===== config.mk =====
export PLATFORM = sky130hd
export DESIGN_NAME = cam_pixel_packer_flat
export DESIGN_NICKNAME = d
export VERILOG_FILES = /design/src/rtl/cam_pkg.sv /design/src/rtl/cam_pixel_packer_if.sv /design/src/rtl/cam_byte_accum.sv /design/src/rtl/cam_pixel_packer.sv /design/src/flat_wrapper.sv
export SDC_FILE = /design/constraint.sdc
export NUM_CORES = 1
export LEC_CHECK = 0
export ABC_AREA = 1
export BUFFER_PORTS_ARGS = -buffer_cell sky130_fd_sc_hd__buf_2
export CAP_MARGIN = 20
export CELL_PAD_IN_SITES_DETAIL_PLACEMENT = 1
export CELL_PAD_IN_SITES_GLOBAL_PLACEMENT = 1
export CORE_ASPECT_RATIO = 1.5
export CORE_UTILIZATION = 41
export DETAILED_ROUTE_END_ITERATION = 12
export PLACE_DENSITY_LB_ADDON = 0.12
export SLEW_MARGIN = 25
export SYNTH_ARGS = -nofsm -noshare
export SYNTH_HDL_FRONTEND = slang
export SYNTH_SLANG_ARGS = --single-unit

===== constraint.sdc =====
create_clock -name clk -period 2.3 [get_ports clk]
set_clock_uncertainty 0.05 [all_clocks]
set_input_delay 0.345 -clock clk [delete_from_list [all_inputs] [get_ports clk]]
set_output_delay 0.345 -clock clk [all_outputs]
set_load 0.005 [all_outputs]

===== src/rtl/cam_pkg.sv =====
// Shared constants and types for the camera capture path: byte order,
// default frame size and the packer state encoding.
package cam_pkg;

    localparam bit HI_FIRST = 1'b1;
    localparam int CAM_W    = 160;
    localparam int CAM_H    = 120;

    typedef enum logic [1:0] {
        IDLE,
        READ,
        DRAIN,
        DONE
    } cam_state_t;

    // Byte lane (0 = bits 7:0) that the idx-th byte of a pixel pair lands in.
    function automatic logic [1:0] byte_lane(input logic [1:0] idx);
        return HI_FIRST ? {idx[1], ~idx[0]} : idx;
    endfunction

endpackage


===== src/rtl/cam_pixel_packer_if.sv =====
// Byte-in / word-out streaming port of the pixel packer: FIFO read stage on
// one side, valid/ready word port towards the frame buffer writer on the other.
interface cam_pixel_packer_if #(
    parameter int ADDR_W = 14
);
    logic              rd_en;
    logic              byte_valid;
    logic [7:0]        byte_data;
    logic              word_valid;
    logic              word_ready;
    logic [31:0]       word_data;
    logic [ADDR_W-1:0] word_addr;

    modport master (
        output rd_en, word_valid, word_data, word_addr,
        input  byte_valid, byte_data, word_ready
    );

    modport slave (
        input  rd_en, word_valid, word_data, word_addr,
        output byte_valid, byte_data, word_ready
    );
endinterface


===== src/rtl/cam_byte_accum.sv =====
// Four-byte assembly register: places each incoming byte into its RGB565 lane
// and pulses word_complete the cycle after the fourth byte lands.
module cam_byte_accum
    import cam_pkg::*;
(
    input  logic        clk,
    input  logic        reset,
    input  logic        clear,
    input  logic        byte_en,
    input  logic [7:0]  byte_data,
    output logic [31:0] word,
    output logic        word_complete
);

    logic [1:0] byte_cnt;

    // NOTE: sequential state uses <= so every flop samples pre-edge values;
    // a blocking = here would let later statements see this cycle's update.
    always_ff @(posedge clk) begin
        if (reset || clear) begin
            word          <= '0;
            byte_cnt      <= '0;
            word_complete <= 1'b0;
        end else begin
            word_complete <= byte_en && (byte_cnt == 2'd3);
            if (byte_en) begin
                word[8*byte_lane(byte_cnt) +: 8] <= byte_data;
                byte_cnt                         <= byte_cnt + 2'd1;
            end
        end
    end

endmodule


===== src/rtl/cam_pixel_packer.sv =====
// Packs the AL422 RGB565 byte stream into 32-bit pixel-pair words with a
// sequential address, one WIDTH x HEIGHT frame per start pulse.
module cam_pixel_packer
    import cam_pkg::*;
#(
    parameter int WIDTH  = CAM_W,
    parameter int HEIGHT = CAM_H,
    parameter int ADDR_W = 14
) (
    input  logic                  clk,
    input  logic                  reset,
    input  logic                  start,
    cam_pixel_packer_if.master    bus,
    output logic                  busy,
    output logic                  done,
    output logic                  overflow
);

    localparam int                TOTAL_WORDS = WIDTH * HEIGHT / 2;
    localparam logic [ADDR_W-1:0] LAST_WORD   = ADDR_W'(TOTAL_WORDS - 1);

    cam_state_t        state, state_n;
    logic [ADDR_W-1:0] word_cnt;
    logic [ADDR_W-1:0] word_addr;
    logic [31:0]       word_data;
    logic [31:0]       acc_word;
    logic              word_valid;
    logic              rd_en;
    logic              acc_complete;
    logic              accept, hold, load, lose, begin_frame;

    assign accept      = word_valid && bus.word_ready;
    assign hold        = word_valid && !bus.word_ready;
    assign begin_frame = (state == IDLE) && start;
    // A completed word either takes the output register or, if that is still
    // held by the consumer, is dropped and flagged.
    assign load        = (state == READ) && acc_complete && !hold;
    assign lose        = (state == READ) && acc_complete && hold;

    cam_byte_accum u_accum (
        .clk           (clk),
        .reset         (reset),
        .clear         (begin_frame),
        .byte_en       (bus.byte_valid && (state == READ)),
        .byte_data     (bus.byte_data),
        .word          (acc_word),
        .word_complete (acc_complete)
    );

    // NOTE: every output of this block gets a default first, so no path can
    // leave a signal unassigned and infer a latch.
    always_comb begin
        state_n = state;
        busy    = (state != IDLE);
        done    = (state == DONE);
        case (state)
            IDLE:    if (start) state_n = READ;
            READ:    if (load && (word_cnt == LAST_WORD)) state_n = DRAIN;
            DRAIN:   if (accept) state_n = DONE;
            DONE:    state_n = IDLE;
            default: state_n = IDLE;
        endcase
    end

    always_ff @(posedge clk) begin
        if (reset) begin
            state      <= IDLE;
            rd_en      <= 1'b0;
            word_valid <= 1'b0;
            word_data  <= '0;
            word_addr  <= '0;
            word_cnt   <= '0;
            overflow   <= 1'b0;
        end else begin
            state <= state_n;
            // Throttle the FIFO while an un-accepted word sits in the output.
            rd_en <= (state_n == READ) && !hold;
            if (begin_frame) begin
                word_cnt  <= '0;
                word_addr <= '0;
                overflow  <= 1'b0;
            end
            if (load) begin
                word_valid <= 1'b1;
                word_data  <= acc_word;
                word_addr  <= word_cnt;
                word_cnt   <= word_cnt + 1'b1;
            end else if (accept) begin
                word_valid <= 1'b0;
            end
            if (lose) begin
                overflow <= 1'b1;
            end
        end
    end

    assign bus.rd_en      = rd_en;
    assign bus.word_valid = word_valid;
    assign bus.word_data  = word_data;
    assign bus.word_addr  = word_addr;

endmodule

===== src/flat_wrapper.sv =====
// flat-port wrapper written by rule: the top's interface ports become plain ports
module cam_pixel_packer_flat import cam_pkg::*;
#(
    parameter int WIDTH  = CAM_W,
    parameter int HEIGHT = CAM_H,
    parameter int ADDR_W = 14
)
  (clk, reset, start, busy, done, overflow, bus_rd_en, bus_word_valid, bus_word_data, bus_word_addr, bus_byte_valid, bus_byte_data, bus_word_ready);
  cam_pixel_packer_if #(.ADDR_W(ADDR_W)) bus_i ();
  input  logic clk;
  input  logic reset;
  input  logic start;
  output logic busy;
  output logic done;
  output logic overflow;
  output wire logic [$bits(bus_i.rd_en)-1:0] bus_rd_en;
  output wire logic [$bits(bus_i.word_valid)-1:0] bus_word_valid;
  output wire logic [$bits(bus_i.word_data)-1:0] bus_word_data;
  output wire logic [$bits(bus_i.word_addr)-1:0] bus_word_addr;
  input wire logic [$bits(bus_i.byte_valid)-1:0] bus_byte_valid;
  input wire logic [$bits(bus_i.byte_data)-1:0] bus_byte_data;
  input wire logic [$bits(bus_i.word_ready)-1:0] bus_word_ready;
  assign bus_rd_en = bus_i.rd_en;
  assign bus_word_valid = bus_i.word_valid;
  assign bus_word_data = bus_i.word_data;
  assign bus_word_addr = bus_i.word_addr;
  assign bus_i.byte_valid = bus_byte_valid;
  assign bus_i.byte_data = bus_byte_data;
  assign bus_i.word_ready = bus_word_ready;
  cam_pixel_packer #(.WIDTH(WIDTH), .HEIGHT(HEIGHT), .ADDR_W(ADDR_W)) u_core (.clk(clk), .reset(reset), .start(start), .bus(bus_i), .busy(busy), .done(done), .overflow(overflow));
endmodule

Word level (Yosys, flattened, before mapping)
Index checks and enable logic that the tools add are counted.
{"block": "word_totals", "reg_bits": 100, "wordCells": 52}
{"block": "op_classes", "add_sub_neg": 3, "n_eq_ne": 6, "shifts": 2, "muxes": 12, "bitwise_logic": 1, "reduce_logical": 18}
{"operator": "14-bit two-way mux", "count": 3}
{"operator": "5-bit negation with 34-bit output", "count": 1}
{"operator": "8-bit by 34-bit variable shift with 32-bit output (first input constant)", "count": 1}
{"operator": "8-bit by 34-bit indexed part select with 32-bit output", "count": 1}
{"operator": "32-bit bitwise mux", "count": 1}
{"operator": "14-bit by 1-bit adder with 14-bit output (second input constant)", "count": 1}
{"operator": "14-bit equality test (second input constant)", "count": 1}
{"operator": "1-bit logical AND", "count": 10}
{"operator": "2-bit case mux with 4 select lines", "count": 1}
{"operator": "2-bit nonzero test", "count": 4}
{"operator": "2-bit equality test (second input constant)", "count": 3}
{"operator": "2-bit two-way mux", "count": 3}
{"operator": "2-bit by 1-bit equality test with 1-bit output (second input constant)", "count": 2}
{"operator": "1-bit two-way mux", "count": 4}
{"operator": "2-bit by 1-bit adder with 2-bit output (second input constant)", "count": 1}
{"operator": "1-bit zero test", "count": 2}
{"operator": "2-bit zero test", "count": 1}
{"operator": "1-bit logical OR", "count": 1}
{"operator": "1-bit NOT", "count": 1}

Logic depth before layout (Yosys ltp)
{"block": "depth", "ltp_word": 9, "depth_mapped": 9}

By module
Synthesis repeated with hierarchy kept, for this count alone.
{"block": "unflattened", "hier_cells": 559, "hier_area_um2": 4115.2}
{"mod": "cam_pixel_packer", "n_inst": 1, "cells_each": 358, "area_each_um2": 2616.3}
{"mod": "cam_byte_accum", "n_inst": 1, "cells_each": 201, "area_each_um2": 1498.9}

Worst setup path after synthesis
No wires, ideal clock.
{"block": "synth_path", "path_type": "flip-flop to flip-flop", "from": "register u_core.u_accum.byte_cnt[0]", "to": "register u_core.u_accum.word[21]", "setup_time_ns": 0.086, "t_arrival_ns": 1.700, "required_ns": 2.164, "setup_slack_ns": 0.464, "path_stages_with_launch": 7, "path_buffers": 0, "synth_period_minus_slack_ns": 1.836, "cell_sequence": "dfxtp_1 > inv_1 > ha_1 > or2_2 > nor2_2 > a21oi_1 > a211oi_1"}
{"block": "synth_between", "elab_chain_len": 4}
{"item": "start, declared", "line": "cam_byte_accum.sv:15", "source": "logic [1:0] byte_cnt;"}
{"item": "start signal, assigned", "line": "cam_byte_accum.sv:28", "source": "byte_cnt <= byte_cnt + 2'd1;"}
{"item": "1-bit NOT (*)", "line": "cam_pkg.sv:18", "source": "return HI_FIRST ? {idx[1], ~idx[0]} : idx;"}
{"item": "5-bit negation with 34-bit output (*)", "line": "cam_byte_accum.sv:27", "source": "word[8*byte_lane(byte_cnt) +: 8] <= byte_data;"}
{"item": "8-bit by 34-bit indexed part select with 32-bit output / 8-bit by 34-bit variable shift with 32-bit output (equally long branches)", "line": "cam_byte_accum.sv:27"}
{"item": "32-bit bitwise mux (*)", "line": "cam_byte_accum.sv:27"}
{"item": "end signal, assigned by index", "line": "cam_byte_accum.sv:27"}
{"item": "end, declared", "line": "cam_byte_accum.sv:11", "source": "output logic [31:0] word,"}
Every way passes the cells marked *; elsewhere a longest branch is shown, timed or not.
A chain may end at the register's enable or synchronous reset.

Worst setup path after layout
{"block": "layout_path", "from": "register u_core.u_accum.byte_cnt[0]", "to": "register u_core.u_accum.word[19]"}
The elaborated chain is that of the path after synthesis.

==> reports/qor.txt <==
WL/cell -> 14.8 um
Placed Instance Area -> 0.00447 sq mm
drt total wl -> 10,600 um
Mapped Avg Cell Area -> 7.60 sq um
number of antenna violations at the first check in global routing -> 0
cell row count -> 44
total standard cell area after synthesis -> 0.00411 sq mm
count of input and output buffers -> 63
Cell Chain, Critical Path -> inv_1 -> ha_1 -> or2_2 -> nor2_2 -> a21oi_1 -> a211oi_1
pwr dens -> 721 mW/mm^2
critical path data arrival time -> 2.26 ns
Overflow after GRT -> 0
Worst-Margin Slew -> 0.530 ns
Syn. warnings -> 0
utilization after layout -> 49.3%
total net switching power -> 777 uW
final worst path period need -> 2.06 ns
Post-CTS Resized -> 0
routed metal-1 wire length -> 4220 um
area of the multi-input gates -> 0.00174 sq mm
Leakage -> 2.12 nW
maximum clock rate -> 0.485 GHz
met2 wire len -> 5900 um
count of buffer and inverter cells on the critical path -> 1
startpoint of the worst-slack reg-to-reg timing path -> u_core.u_accum.byte_cnt[0]
max-cap violations -> 0
Cell Count Post-Placement -> 701
max-slew violation count -> 0
via count of the first global-routing pass -> 3,795
Reg area -> 0.00200 sq mm
wire length of the first global-routing pass -> 18,100 um
number of fillers in the final layout -> 1,262
number of hold-repair buffers added at the cts stage -> 0
highest routed metal layer -> met4
switching share of total power -> 22.6%
kind of launch point of the worst setup path -> flop
Vert. Die Dim -> 125 um
Chip Width -> 83.8 um
part of the power in the clock network -> 44.5%
Final nets -> 616
Initial DRT Pass Iterations -> 4
cell type group with the largest total delay on the critical path -> simple AND/OR/NAND/NOR gates
hold-critical path endpoint -> u_core.u_accum.word[18]
period utilisation layout -> 89.6%
Worst Setup End Kind -> flop
Initial Util -> 42.5%
category of the most critical setup path -> reg2reg
total number of vias -> 3,739
overall track demand over capacity in global routing -> 21.6%
worst reg2reg path depth -> 6
most common cell after layout, fill and taps aside -> sky130_fd_sc_hd__nand2_1
synthesized netlist cell count -> 541
die area -> 0.0104 sq mm
final std cell area, no fill -> 0.00477 sq mm
final hold vios -> 0
GPL Wtd Cong -> 0.787
depth of the CTS H-tree -> 3
Setup TNS Final -> 0 ns
relative contribution of sequential cells to total power -> 50.8%
result of the run -> complete, no violations
n_diodes -> 0
largest net degree at the start of global routing -> 49
count of distinct cell types in the synthesized netlist -> 30
Worst R2R End -> u_core.u_accum.word[19]
highest fanout seen on the critical path -> 8
number of cells traversed by the worst hold path -> 3
library cell contributing the largest single delay on the critical path -> sky130_fd_sc_hd__dfxtp_1
relative contribution of combinational cells to total power -> 4.7%
flip-flop and latch count after synthesis -> 100
hold wc startpoint -> bus_byte_data[2]
maximum buffer depth of the clock tree -> 2
TritonCTS clock tree -> yes
peak per-stage delay on the critical path -> 0.46 ns
post-route worst setup slack -> 0.239 ns
clock-pin slew of the registers on the worst-case setup and hold paths -> 0.07 ns
detailed-placement wirelength estimate -> 7800 um
slew margin rel. -> 64.5%
number of buffers created by CTS -> 9
leading cell types in the layout, fill and taps excluded -> sky130_fd_sc_hd__nand2_1, sky130_fd_sc_hd__dfxtp_1, sky130_fd_sc_hd__a21oi_1, sky130_fd_sc_hd__buf_2, sky130_fd_sc_hd__nor2_1
area added between synthesis and finish -> 16.0%
vias per inst -> 5.21
synthesized net count -> 560
routed wl met3 -> 295 um
root buffer selected by CTS -> sky130_fd_sc_hd__clkbuf_16
Setup-failing EPs final -> 0
kind of path behind the tightest hold check -> in2reg
setup slack on the worst flop-to-flop path -> 0.24 ns
core region area -> 0.00969 sq mm
RSZ-0062 raised after global routing -> no
number of sinks on the clock net -> 100
drt first-iter violations -> 89
minimum setup slack after placement -> 0.258 ns
share of final-layout standard cells stronger than drive strength 1 -> 17.3%
clock latency on the worst-skew pair -> 0.34 ns
Internal Power -> 2.66 mW
portion of the post-synthesis area used by sequential elements -> 48.7%
maximum resistive drop on vdd -> 474 uV
Post CTS Setup Buffer Count -> 0
Req. time, crit path -> 2.50 ns
ports placed on the boundary -> 64
remaining routing DRC violations -> 0
count of antenna-violating nets left after detailed routing -> 0
number of standard cells in the layout, taps in and fillers out -> 717
## tightest hold or removal path, delay by kind of cell
| kind | cells | cell delay [ns] |
|---|---|---|
| AO/OA/AOI/OAI | 1 | 0.07 |
| AND/OR/NAND/NOR | 1 | 0.06 |
| buffers and inverters | 1 | 0.12 |
## cell type report
type                       instances  area share (%)
clock inverter                     5            1.26
multi-input combinational        359            36.5
tap                              115            3.02
timing repair buffer              70            7.71
clock buffer                      11            5.09
sequential                       100            42.0
inverter                          57            4.48
## per-stage QoR
step	total power [mW]	hold WS, ns
floorplan	1.89	0.379
global placement	1.94	0.392
detailed placement	1.95	0.399
CTS	3.48	0.239
global route	3.54	0.251
finish	3.44	0.248
## power by group through the flow
stage	clock (mW)	sequential [mW]	combinational [mW]
5_1_grt	1.62	1.75	0.181
4_1_cts	1.57	1.75	0.164
2_1_floorplan	0	1.79	0.107
6_report	1.53	1.75	0.162
3_3_place_gp	0	1.79	0.159
3_5_place_dp	0	1.79	0.163
## sequential cells by signal, indices dropped and copies added (netlist names)
name,flops
u_core.bus.rd_en,1
u_core.bus.word_valid,1
u_core.word_cnt,14
u_core.bus.word_addr,14
u_core.state,2
u_core.u_accum.word_complete,1
u_core.u_accum.word,32
u_core.u_accum.byte_cnt,2
u_core.overflow,1
u_core.bus.word_data,32
## worst max path at each step
| stage | start | end | cells past startpoint |
|---|---|---|---|
| after floorplan | u_core.u_accum.byte_cnt[0] | u_core.u_accum.word[21] | 6 |
| after global placement | u_core.u_accum.byte_cnt[0] | u_core.u_accum.word[19] | 6 |
| after detailed placement | u_core.u_accum.byte_cnt[0] | u_core.u_accum.word[19] | 6 |
| after CTS | u_core.u_accum.byte_cnt[0] | u_core.u_accum.word[19] | 6 |
| after global routing | u_core.u_accum.byte_cnt[0] | u_core.u_accum.word[21] | 6 |
| final | u_core.u_accum.byte_cnt[0] | u_core.u_accum.word[19] | 6 |
## metal layers
metal,GRT usage (%),vias to the layer above
li1,-,1878
met1,22.7,1782
met2,41.9,60
met3,3.38,19
met4,8.57,0
met5,0,-
## kinds of logic after synthesis
logic type	synth area share [%]
buffers and inverters	9.00
AO/OA/AOI/OAI	17.9
flip-flops	48.7
AND/OR/NAND/NOR	22.6
adder cells (fa/ha/maj)	1.82
## synth_stat cells (all sizes together)
cell	count	area share (%)
a211oi	7	1.3
a21oi	72	8.9
a31oi	1	0.15
a32o	1	0.24
buf	14	2.7
clkbuf	11	1.1
dfxtp	100	49
ha	6	1.8
inv	57	5.2
nand2	108	10
nand3	28	3.8
nand4	8	1.2
nor2	63	6.6
nor3	1	0.12
nor4	2	0.30
o211ai	1	0.18
o21ai	59	7.2
or2	2	0.30
Note: power is estimated with default switching activity, not from simulation.
